`src/rtl/mcb_port_master.sv`:
```
// mcb_port_master: issues one write or read burst per request on a Spartan-6
// MCB user port. Write data is streamed into the MCB write FIFO before the
// command is issued. Read data is pulled from the MCB read FIFO and
// re-registered towards the user. A watchdog aborts reads that stall.

module mcb_port_master #(
  parameter int RD_TIMEOUT = 1024,
  parameter int BURST_MAX  = 64
) (
  input  logic        clk,
  input  logic        rst_n,
  input  logic        calibration_done,
  input  logic        start,
  input  logic        write,
  input  logic [29:0] address,
  input  logic [6:0]  length,
  output logic        busy,
  output logic        done,
  output logic [3:0]  error,
  input  logic [31:0] usr_wr_data,
  input  logic [3:0]  usr_wr_mask,
  input  logic        usr_wr_valid,
  output logic        usr_wr_ready,
  output logic [31:0] usr_rd_data,
  output logic        usr_rd_valid,
  output logic        cmd_en,
  output logic [2:0]  cmd_instr,
  output logic [5:0]  cmd_bl,
  output logic [29:0] cmd_byte_addr,
  input  logic        cmd_full,
  output logic        wr_en,
  output logic [31:0] wr_data,
  output logic [3:0]  wr_mask,
  input  logic        wr_full,
  input  logic        wr_empty,
  input  logic        wr_underrun,
  input  logic        wr_error,
  output logic        rd_en,
  input  logic [31:0] rd_data,
  input  logic        rd_empty,
  input  logic        rd_overflow,
  input  logic        rd_error
);

  typedef enum logic [2:0] {
    IDLE, WR_FILL, WR_CMD, WR_DRAIN, RD_CMD, RD_DATA, DONE
  } state_t;

  localparam int              TIMER_W     = $clog2(RD_TIMEOUT + 1);
  localparam logic [TIMER_W-1:0] TIMER_LAST = TIMER_W'(RD_TIMEOUT - 1);
  localparam logic [7:0]      BURST_MAX_L = 8'(BURST_MAX);

  state_t             state_q, state_d;
  logic [29:0]        addr_q, addr_d;
  logic [6:0]         len_q, len_d;
  logic [6:0]         cnt_q, cnt_d;
  logic [TIMER_W-1:0] timer_q, timer_d;
  logic [3:0]         error_q, error_d;
  logic               rejDone_q, rejDone_d;
  logic [31:0]        rdData_q, rdData_d;
  logic               rdValid_q, rdValid_d;
  logic               accept;
  logic               lenBad;

  assign accept = (state_q == IDLE) && start && calibration_done;
  assign lenBad = (length == 7'd0) || ({1'b0, length} > BURST_MAX_L);

  assign busy         = (state_q != IDLE) && (state_q != DONE);
  assign done         = (state_q == DONE) || rejDone_q;
  assign error        = error_q;
  assign usr_rd_data  = rdData_q;
  assign usr_rd_valid = rdValid_q;

  // Next-state and MCB/user handshake outputs; error flags are sticky until the next accepted start.
  always_comb begin
    state_d       = state_q;
    addr_d        = addr_q;
    len_d         = len_q;
    cnt_d         = cnt_q;
    timer_d       = timer_q;
    rejDone_d     = 1'b0;
    rdData_d      = rdData_q;
    rdValid_d     = 1'b0;
    error_d       = (accept ? 4'b0000 : error_q) |
                    {rd_overflow | rd_error, wr_underrun | wr_error, 2'b00};
    cmd_en        = 1'b0;
    cmd_instr     = 3'b000;
    cmd_bl        = 6'd0;
    cmd_byte_addr = 30'd0;
    wr_en         = 1'b0;
    wr_data       = 32'd0;
    wr_mask       = 4'd0;
    usr_wr_ready  = 1'b0;
    rd_en         = 1'b0;

    case (state_q)
      IDLE: begin
        if (accept) begin
          if (lenBad) begin
            error_d[0] = 1'b1;
            rejDone_d  = 1'b1;
          end else begin
            addr_d  = address & ~30'h3;
            len_d   = length;
            cnt_d   = 7'd0;
            state_d = write ? WR_FILL : RD_CMD;
          end
        end
      end
      WR_FILL: begin
        usr_wr_ready = !wr_full;
        wr_en        = usr_wr_valid && !wr_full;
        wr_data      = usr_wr_data;
        wr_mask      = usr_wr_mask;
        if (wr_en) begin
          if (cnt_q + 7'd1 == len_q) begin
            cnt_d   = 7'd0;
            state_d = WR_CMD;
          end else begin
            cnt_d = cnt_q + 7'd1;
          end
        end
      end
      WR_CMD, RD_CMD: begin
        cmd_instr     = (state_q == WR_CMD) ? 3'b000 : 3'b001;
        cmd_bl        = 6'(len_q - 7'd1);
        cmd_byte_addr = addr_q;
        cmd_en        = !cmd_full;
        if (!cmd_full) begin
          cnt_d   = 7'd0;
          timer_d = '0;
          state_d = (state_q == WR_CMD) ? WR_DRAIN : RD_DATA;
        end
      end
      WR_DRAIN: begin
        if (wr_empty) state_d = DONE;
      end
      RD_DATA: begin
        rd_en = !rd_empty;
        if (!rd_empty) begin
          rdData_d  = rd_data;
          rdValid_d = 1'b1;
          timer_d   = '0;
          if (cnt_q + 7'd1 == len_q) begin
            state_d = DONE;
          end else begin
            cnt_d = cnt_q + 7'd1;
          end
        end else if (timer_q == TIMER_LAST) begin
          error_d[1] = 1'b1;
          state_d    = DONE;
        end else begin
          timer_d = timer_q + TIMER_W'(1);
        end
      end
      DONE: begin
        state_d = IDLE;
      end
      default: begin
        state_d = IDLE;
      end
    endcase
  end

  // State and datapath registers; reset abandons any burst in flight.
  always_ff @(posedge clk) begin
    if (!rst_n) begin
      state_q   <= IDLE;
      addr_q    <= 30'd0;
      len_q     <= 7'd0;
      cnt_q     <= 7'd0;
      timer_q   <= '0;
      error_q   <= 4'd0;
      rejDone_q <= 1'b0;
      rdData_q  <= 32'd0;
      rdValid_q <= 1'b0;
    end else begin
      state_q   <= state_d;
      addr_q    <= addr_d;
      len_q     <= len_d;
      cnt_q     <= cnt_d;
      timer_q   <= timer_d;
      error_q   <= error_d;
      rejDone_q <= rejDone_d;
      rdData_q  <= rdData_d;
      rdValid_q <= rdValid_d;
    end
  end

endmodule

```
`config.mk`:
```
export PLATFORM = sky130hd
export DESIGN_NAME = mcb_port_master
export DESIGN_NICKNAME = d
export VERILOG_FILES = /design/src/rtl/mcb_port_master.sv
export SDC_FILE = /design/constraint.sdc
export NUM_CORES = 1
export LEC_CHECK = 0
export BUFFER_PORTS_ARGS = -buffer_cell sky130_fd_sc_hd__buf_2
export CORE_ASPECT_RATIO = 0.5
export CORE_MARGIN = 2
export CORE_UTILIZATION = 40
export CTS_BUF_LIST = sky130_fd_sc_hd__clkbuf_4 sky130_fd_sc_hd__clkbuf_8 sky130_fd_sc_hd__clkbuf_16
export DETAILED_ROUTE_END_ITERATION = 10
export MAX_ROUTING_LAYER = met4
export PLACE_DENSITY = 0.72
export SYNTH_ARGS = -nofsm -noshare
export SYNTH_HDL_FRONTEND = slang
export SYNTH_SLANG_ARGS = --single-unit
```
`constraint.sdc`:
```
create_clock -name clk -period 2.6 [get_ports clk]
set_input_delay 0.13 -clock clk [delete_from_list [all_inputs] [get_ports clk]]
set_output_delay 0.13 -clock clk [all_outputs]
set_load 0.005 [all_outputs]
```
== Word-level counts from Yosys, hierarchy flattened ==
Index checks and enable logic that the tools add are counted.
Word-level totals
  output and inout bits: 118
  register bits: 94
  input port bits: 119
Operators by class
  equality and inequality tests: 20
  bitwise gates (word level): 5
  muxes and demuxes: 43
  magnitude comparators: 1
  add/sub/neg operators: 3
  reductions and logical operators: 22
Operators by type and width (count)
  $mux 7: 7
  $mux 11: 3
  $mux 3: 11
  $mux 32: 1
  $mux 30: 1
  $pmux 7 s4: 1
  $pmux 11 s2: 1
  $ne 2x2->1 const B: 8
  $pmux 3 s5: 1
  $mux 1: 14
  $ne 3x3->1 const B: 4
  $add 11x1->11 const B: 1
  $eq 11x10->1 const B: 1
  $eq 3x3->1 const B: 3
  $reduce_and 3->1: 3
  $mux 4: 2
  $reduce_and 8->1: 1
  $add 7x1->7 const B: 1
  $eq 7x7->1: 1
  $gt 7x7->1 const B: 1
  $logic_not 7->1: 1
  $reduce_and 7->1: 1
  $eq 3x2->1 const B: 2
  $mux 6: 1
  14 further kinds: 23

== Longest topological paths before layout ==
  depth after elaboration: 8
  mapped depth: 9
  mapped depth without buffers: 7

== Worst setup path after synthesis ==
OpenSTA, ideal clock, no wires.
  kind: reg2reg
  from: reg cnt_q[0]
  to: reg state_q[2]
  cell stages (with the launch flop): 8
  buffers on the path: 0
  setup slack: 654 ps
  clock period less this slack: 1946 ps
  data arrival time: 1843 ps
  path through: dfxtp_1 -> ha_1 -> xor3_1 -> nor3_1 -> o211ai_1 -> a21o_1 -> a21o_1 -> a2111oi_2
On the way
  cells in the longest elaborated chain, start to end: 4
  elaborated cells on any way between the ends: 5
RTL lines
  from (decl): line 56  | logic [6:0] cnt_q, cnt_d;
  from (signal assigned): line 181  | cnt_q <= cnt_d;
  $add 7x1->7 (*): line 116, 144
  $eq 7x7->1 (*): line 116, 144
  $ne 3x3->1 (no line) or $ne 2x2->1 (tied branches)
  $reduce_and 8->1 (no line) (*)
  to (signal assigned): line 178  | state_q <= state_d;
  to (decl): line 53  | state_t state_q, state_d;
Mark *: on every way between the ends. The rest lies on a longest branch, timed or not.
A chain may end at the register's enable or synchronous reset.

== Final worst setup path ==
Same ends and word-level chain as after synthesis.

==> metrics.txt <==
# TYPE chip_impl_metric gauge
chip_impl_info{name="rsz0062_at_grt",value="no"} 1
chip_impl_metric{name="post_dp_cell_area",unit="sq um"} 5793
chip_impl_metric{name="antenna_violating_nets_post_route",unit=""} 0
chip_impl_metric{name="drv_slew",unit=""} 0
chip_impl_metric{name="filler_cell_count",unit=""} 1043
chip_impl_info{name="criticalPathCategory",value="reg2reg"} 1
chip_impl_metric{name="vias_per_cell",unit=""} 4.998
chip_impl_metric{name="fin_tns_setup",unit="ps"} 0
chip_impl_metric{name="first_iter_violations",unit=""} 274
chip_impl_metric{name="finalWirelength",unit="microns"} 13290
chip_impl_metric{name="postSynthAreaPerCell",unit="sq um"} 7.596
chip_impl_metric{name="synth_cell_types",unit=""} 53
chip_impl_metric{name="post_route_cells_drive_above_1_share",unit="%"} 33.17
chip_impl_metric{name="drv.max_cap_violation_count",unit=""} 0
chip_impl_metric{name="postSynthCellCount",unit=""} 595
chip_impl_metric{name="max_clk_rate",unit="MHz"} 439.2
chip_impl_metric{name="wire_length_per_cell",unit="microns"} 13.82
chip_impl_metric{name="antenna_found_initial",unit=""} 0
chip_impl_metric{name="critical_path.max_fanout",unit=""} 8
chip_impl_info{name="yosysTopAreaCell",value="sky130_fd_sc_hd__dfxtp_1"} 1
chip_impl_metric{name="ys_ff_latch",unit=""} 94
chip_impl_metric{name="timing_worst_slew_pin_value",unit="ps"} 595.7
chip_impl_metric{name="clock_tree.buffer_depth",unit=""} 2
chip_impl_metric{name="synth_sequential_area_ratio",unit="%"} 41.64
chip_impl_metric{name="drt_drc_violations_left",unit=""} 0
chip_impl_metric{name="combined_area_of_the_multi_input_logic_cells",unit="sq um"} 2435
chip_impl_metric{name="final-instance-count-excl-fill",unit=""} 962
chip_impl_metric{name="layout.cell_area.non_filler",unit="sq um"} 6112
chip_impl_info{name="critical_path.slowest_cell",value="sky130_fd_sc_hd__dfxtp_1"} 1
chip_impl_metric{name="via_count",unit=""} 4808
chip_impl_metric{name="synth-edff-count",unit=""} 0
chip_impl_info{name="endpoint_kind",value="flip-flop"} 1
chip_impl_metric{name="fin_crit_share",unit="%"} 87.57
chip_impl_metric{name="post-dp-hpwl",unit="microns"} 9670
chip_impl_metric{name="cts.repair_timing.setup_buffer_count",unit=""} 0
chip_impl_metric{name="final_nets",unit=""} 934
chip_impl_metric{name="tritoncts.num_buffers",unit=""} 9
chip_impl_metric{name="ctsResizeCount",unit=""} 0
chip_impl_metric{name="cp.buffers_inverters",unit=""} 0
chip_impl_metric{name="flow.area_growth_from_synthesis",unit="%"} 35.24
chip_impl_info{name="cpMostUsedCell",value="sky130_fd_sc_hd__a21o_1"} 1
chip_impl_info{name="final_cell_mix",value="sky130_fd_sc_hd__buf_2 (230), sky130_fd_sc_hd__nand2_1 (152), sky130_fd_sc_hd__dfxtp_1 (94), sky130_fd_sc_hd__a21oi_1 (71), sky130_fd_sc_hd__and2_1 (67)"} 1
chip_impl_info{name="cell_by_cell_trace_of_the_critical_path",value="ha_1, xor3_1, nor3_1, o211ai_1, a21o_1, a21o_1, a2111oi_2"} 1
chip_impl_metric{name="cts.clk_slew.worst_paths",unit="ps"} 70
chip_impl_metric{name="synth_largest_type_area_fraction",unit="%"} 41.64
chip_impl_metric{name="clock_insertion_delay_worst_skew",unit="ps"} 340
chip_impl_info{name="cts-root-buf",value="sky130_fd_sc_hd__clkbuf_16"} 1
chip_impl_metric{name="worst_slew_margin_rel",unit="%"} 60.02
chip_impl_metric{name="postCtsHoldBufs",unit=""} 1
chip_impl_metric{name="die_extent_in_y",unit="microns"} 79.16
chip_impl_info{name="worst_path_dominant_cell_family",value="compound AO/OA/AOI/OAI gates"} 1
chip_impl_metric{name="design.die.area",unit="sq um"} 12220
chip_impl_metric{name="crit_path_max_incr_delay",unit="ps"} 430
chip_impl_metric{name="gpl.final_weighted_congestion",unit=""} 0.9019
chip_impl_info{name="cts_tree",value="done"} 1
chip_impl_metric{name="mappedNetlistArea",unit="sq um"} 4519
chip_impl_metric{name="core_region_area",unit="sq um"} 11010
chip_impl_metric{name="timing.final.setup_violations",unit=""} 0
chip_impl_info{name="synth_area_leaders",value="sky130_fd_sc_hd__dfxtp_1 (42%), sky130_fd_sc_hd__nand2_1 (13%), sky130_fd_sc_hd__and2_1 (9.3%), sky130_fd_sc_hd__a21oi_1 (7.9%), sky130_fd_sc_hd__nor2_1 (3.0%)"} 1
chip_impl_metric{name="drt_pass1_iterations",unit=""} 4
chip_impl_info{name="timing.critical_path.from_type",value="flip-flop"} 1
chip_impl_metric{name="port-buffer-count",unit=""} 230
chip_impl_metric{name="clock_skew",unit="ps"} 8.020
chip_impl_metric{name="antennaDiodeCount",unit=""} 0
chip_impl_metric{name="grt_usage",unit="%"} 21.57
chip_impl_metric{name="power_after_layout",unit="W"} 0.004294
chip_impl_metric{name="utilization",unit="%"} 55.50
chip_impl_metric{name="finalWorstPathRequiredPeriod",unit="ps"} 2277
chip_impl_metric{name="crit_arrival",unit="ps"} 2520
chip_impl_metric{name="vdd_drop_max",unit="uV"} 373.2
chip_impl_metric{name="start_util",unit="%"} 41.04
chip_impl_metric{name="sequential_cell_area",unit="sq um"} 1882
chip_impl_info{name="yosys_most_used_dff",value="sky130_fd_sc_hd__dfxtp_1"} 1
chip_impl_metric{name="ios",unit=""} 237
chip_impl_info{name="layout.cells.most_common",value="sky130_fd_sc_hd__buf_2"} 1
chip_impl_metric{name="grt_first_pass_wirelength",unit="microns"} 20870
chip_impl_metric{name="p_leak",unit="nW"} 2.872
chip_impl_metric{name="vias_in_the_first_global_route",unit=""} 4384
chip_impl_metric{name="ys.warnings.count",unit=""} 0
chip_impl_metric{name="clock_sink_count",unit=""} 94
chip_impl_metric{name="powerDensity",unit="nW/um^2"} 702.5
chip_impl_metric{name="die_width",unit="microns"} 154.3
chip_impl_metric{name="critPathRequiredTime",unit="ps"} 2850
chip_impl_metric{name="report.final.hold_viol_count",unit=""} 0
chip_impl_metric{name="asyncSetResetFlopFracSynth",unit="%"} 0
chip_impl_metric{name="h-tree-depth",unit=""} 3
chip_impl_metric{name="fp-row-count",unit=""} 27
chip_impl_metric{name="grt-ovfl-total",unit=""} 0
chip_impl_info{name="status",value="completed"} 1
chip_impl_metric{name="dpl.cell_count",unit=""} 945
chip_impl_info{name="hold_class",value="in2reg"} 1
chip_impl_metric{name="grt_max_degree",unit=""} 62
area by class of cell:
type	instances	share of cell area [%]
Multi-Input combinational cell	454	39.84
Sequential cell	94	30.79
Timing Repair Buffer	244	20.80
Clock buffer	12	4.156
Tap cell	145	2.968
Clock inverter	4	0.9007
Inverter	9	0.5527
cell families after synthesis:
| family | Yosys count | share of synthesized area [%] |
|---|---|---|
| AOI/OAI and AO/OA | 123 | 16.67 |
| xor gates and xnor gates | 19 | 4.014 |
| adders and majority gates | 3 | 0.8307 |
| buffers and inverters | 50 | 4.790 |
| DFF | 94 | 41.64 |
| muxes | 1 | 0.2215 |
| other | 1 | 0.08298 |
| and+or+nand+nor | 304 | 31.76 |
power by group:
| group | switching [W] | total [W] | internal, W |
|---|---|---|---|
| Sequential | 0.0000669 | 0.00158 | 0.00151 |
| Combinational | 0.000786 | 0.00136 | 0.000569 |
| Clock | 0.000559 | 0.00136 | 0.000800 |
stage by stage:
stage               hold slack, ps  setup slack, ps
floorplan                    250.5            653.7
global placement             341.5            392.2
detailed placement           356.0            386.3
CTS                          5.345            346.1
global route                 9.842            91.20
finish                       11.93            323.3
sequential cells by signal, summed over array words and instances, names as in the netlist, named ones only:
signal	flops
timer_q	11
state_q	3
usr_rd_data	32
usr_rd_valid	1
cnt_q	7
rejDone_q	1
error	3
addr_q	28
len_q	7
cell usage after synthesis (all sizes together) (3+ instances only):
cell    number
nand2      152
dfxtp       94
a21oi       72
and2        67
nor2        36
clkbuf      28
buf         13
o21ai       12
nand3       11
xnor2       10
inv          8
nor3         8
xor2         8
a31oi        7
a211oi       6
and3         6
a21o         4
a41oi        4
ha           3
nand2b       3
nand4        3
nand4b       3
nor4         3
o211ai       3
or2          3
or3          3
worst paths after layout:
check                                from                 endpoint  slack, ps  depth (start not counted)
hold reg to reg   addr_q[12]$_SDFFE_PN0P_  addr_q[12]$_SDFFE_PN0P_        450                          2
hold / removal                   wr_error      error[2]$_SDFF_PN0_         10                          3
setup reg to reg    cnt_q[0]$_SDFFE_PN0P_  state_q[2]$_SDFFE_PN0P_        320                          7
setup / recovery    cnt_q[0]$_SDFFE_PN0P_  state_q[2]$_SDFFE_PN0P_        320                          7
worst register-to-register path, stage by stage, from the launching register on:
cell,delay [ps]
sky130_fd_sc_hd__dfxtp_1,430
sky130_fd_sc_hd__ha_1,300
sky130_fd_sc_hd__xor3_1,270
sky130_fd_sc_hd__nor3_1,200
sky130_fd_sc_hd__o211ai_1,140
sky130_fd_sc_hd__a21o_1,280
sky130_fd_sc_hd__a21o_1,240
sky130_fd_sc_hd__a2111oi_2,330
metal layers:
| layer | GRT usage (%) | wire length (microns) | vias up |
|---|---|---|---|
| li1 | - | - | 2405 |
| met1 | 26.05 | 5774 | 2202 |
| met2 | 36.68 | 6494 | 180 |
| met3 | 3.985 | 781 | 21 |
| met4 | 7.870 | 243 | 0 |
| met5 | - | 0 | - |
No activity file was read; power rests on OpenSTA's default activity.
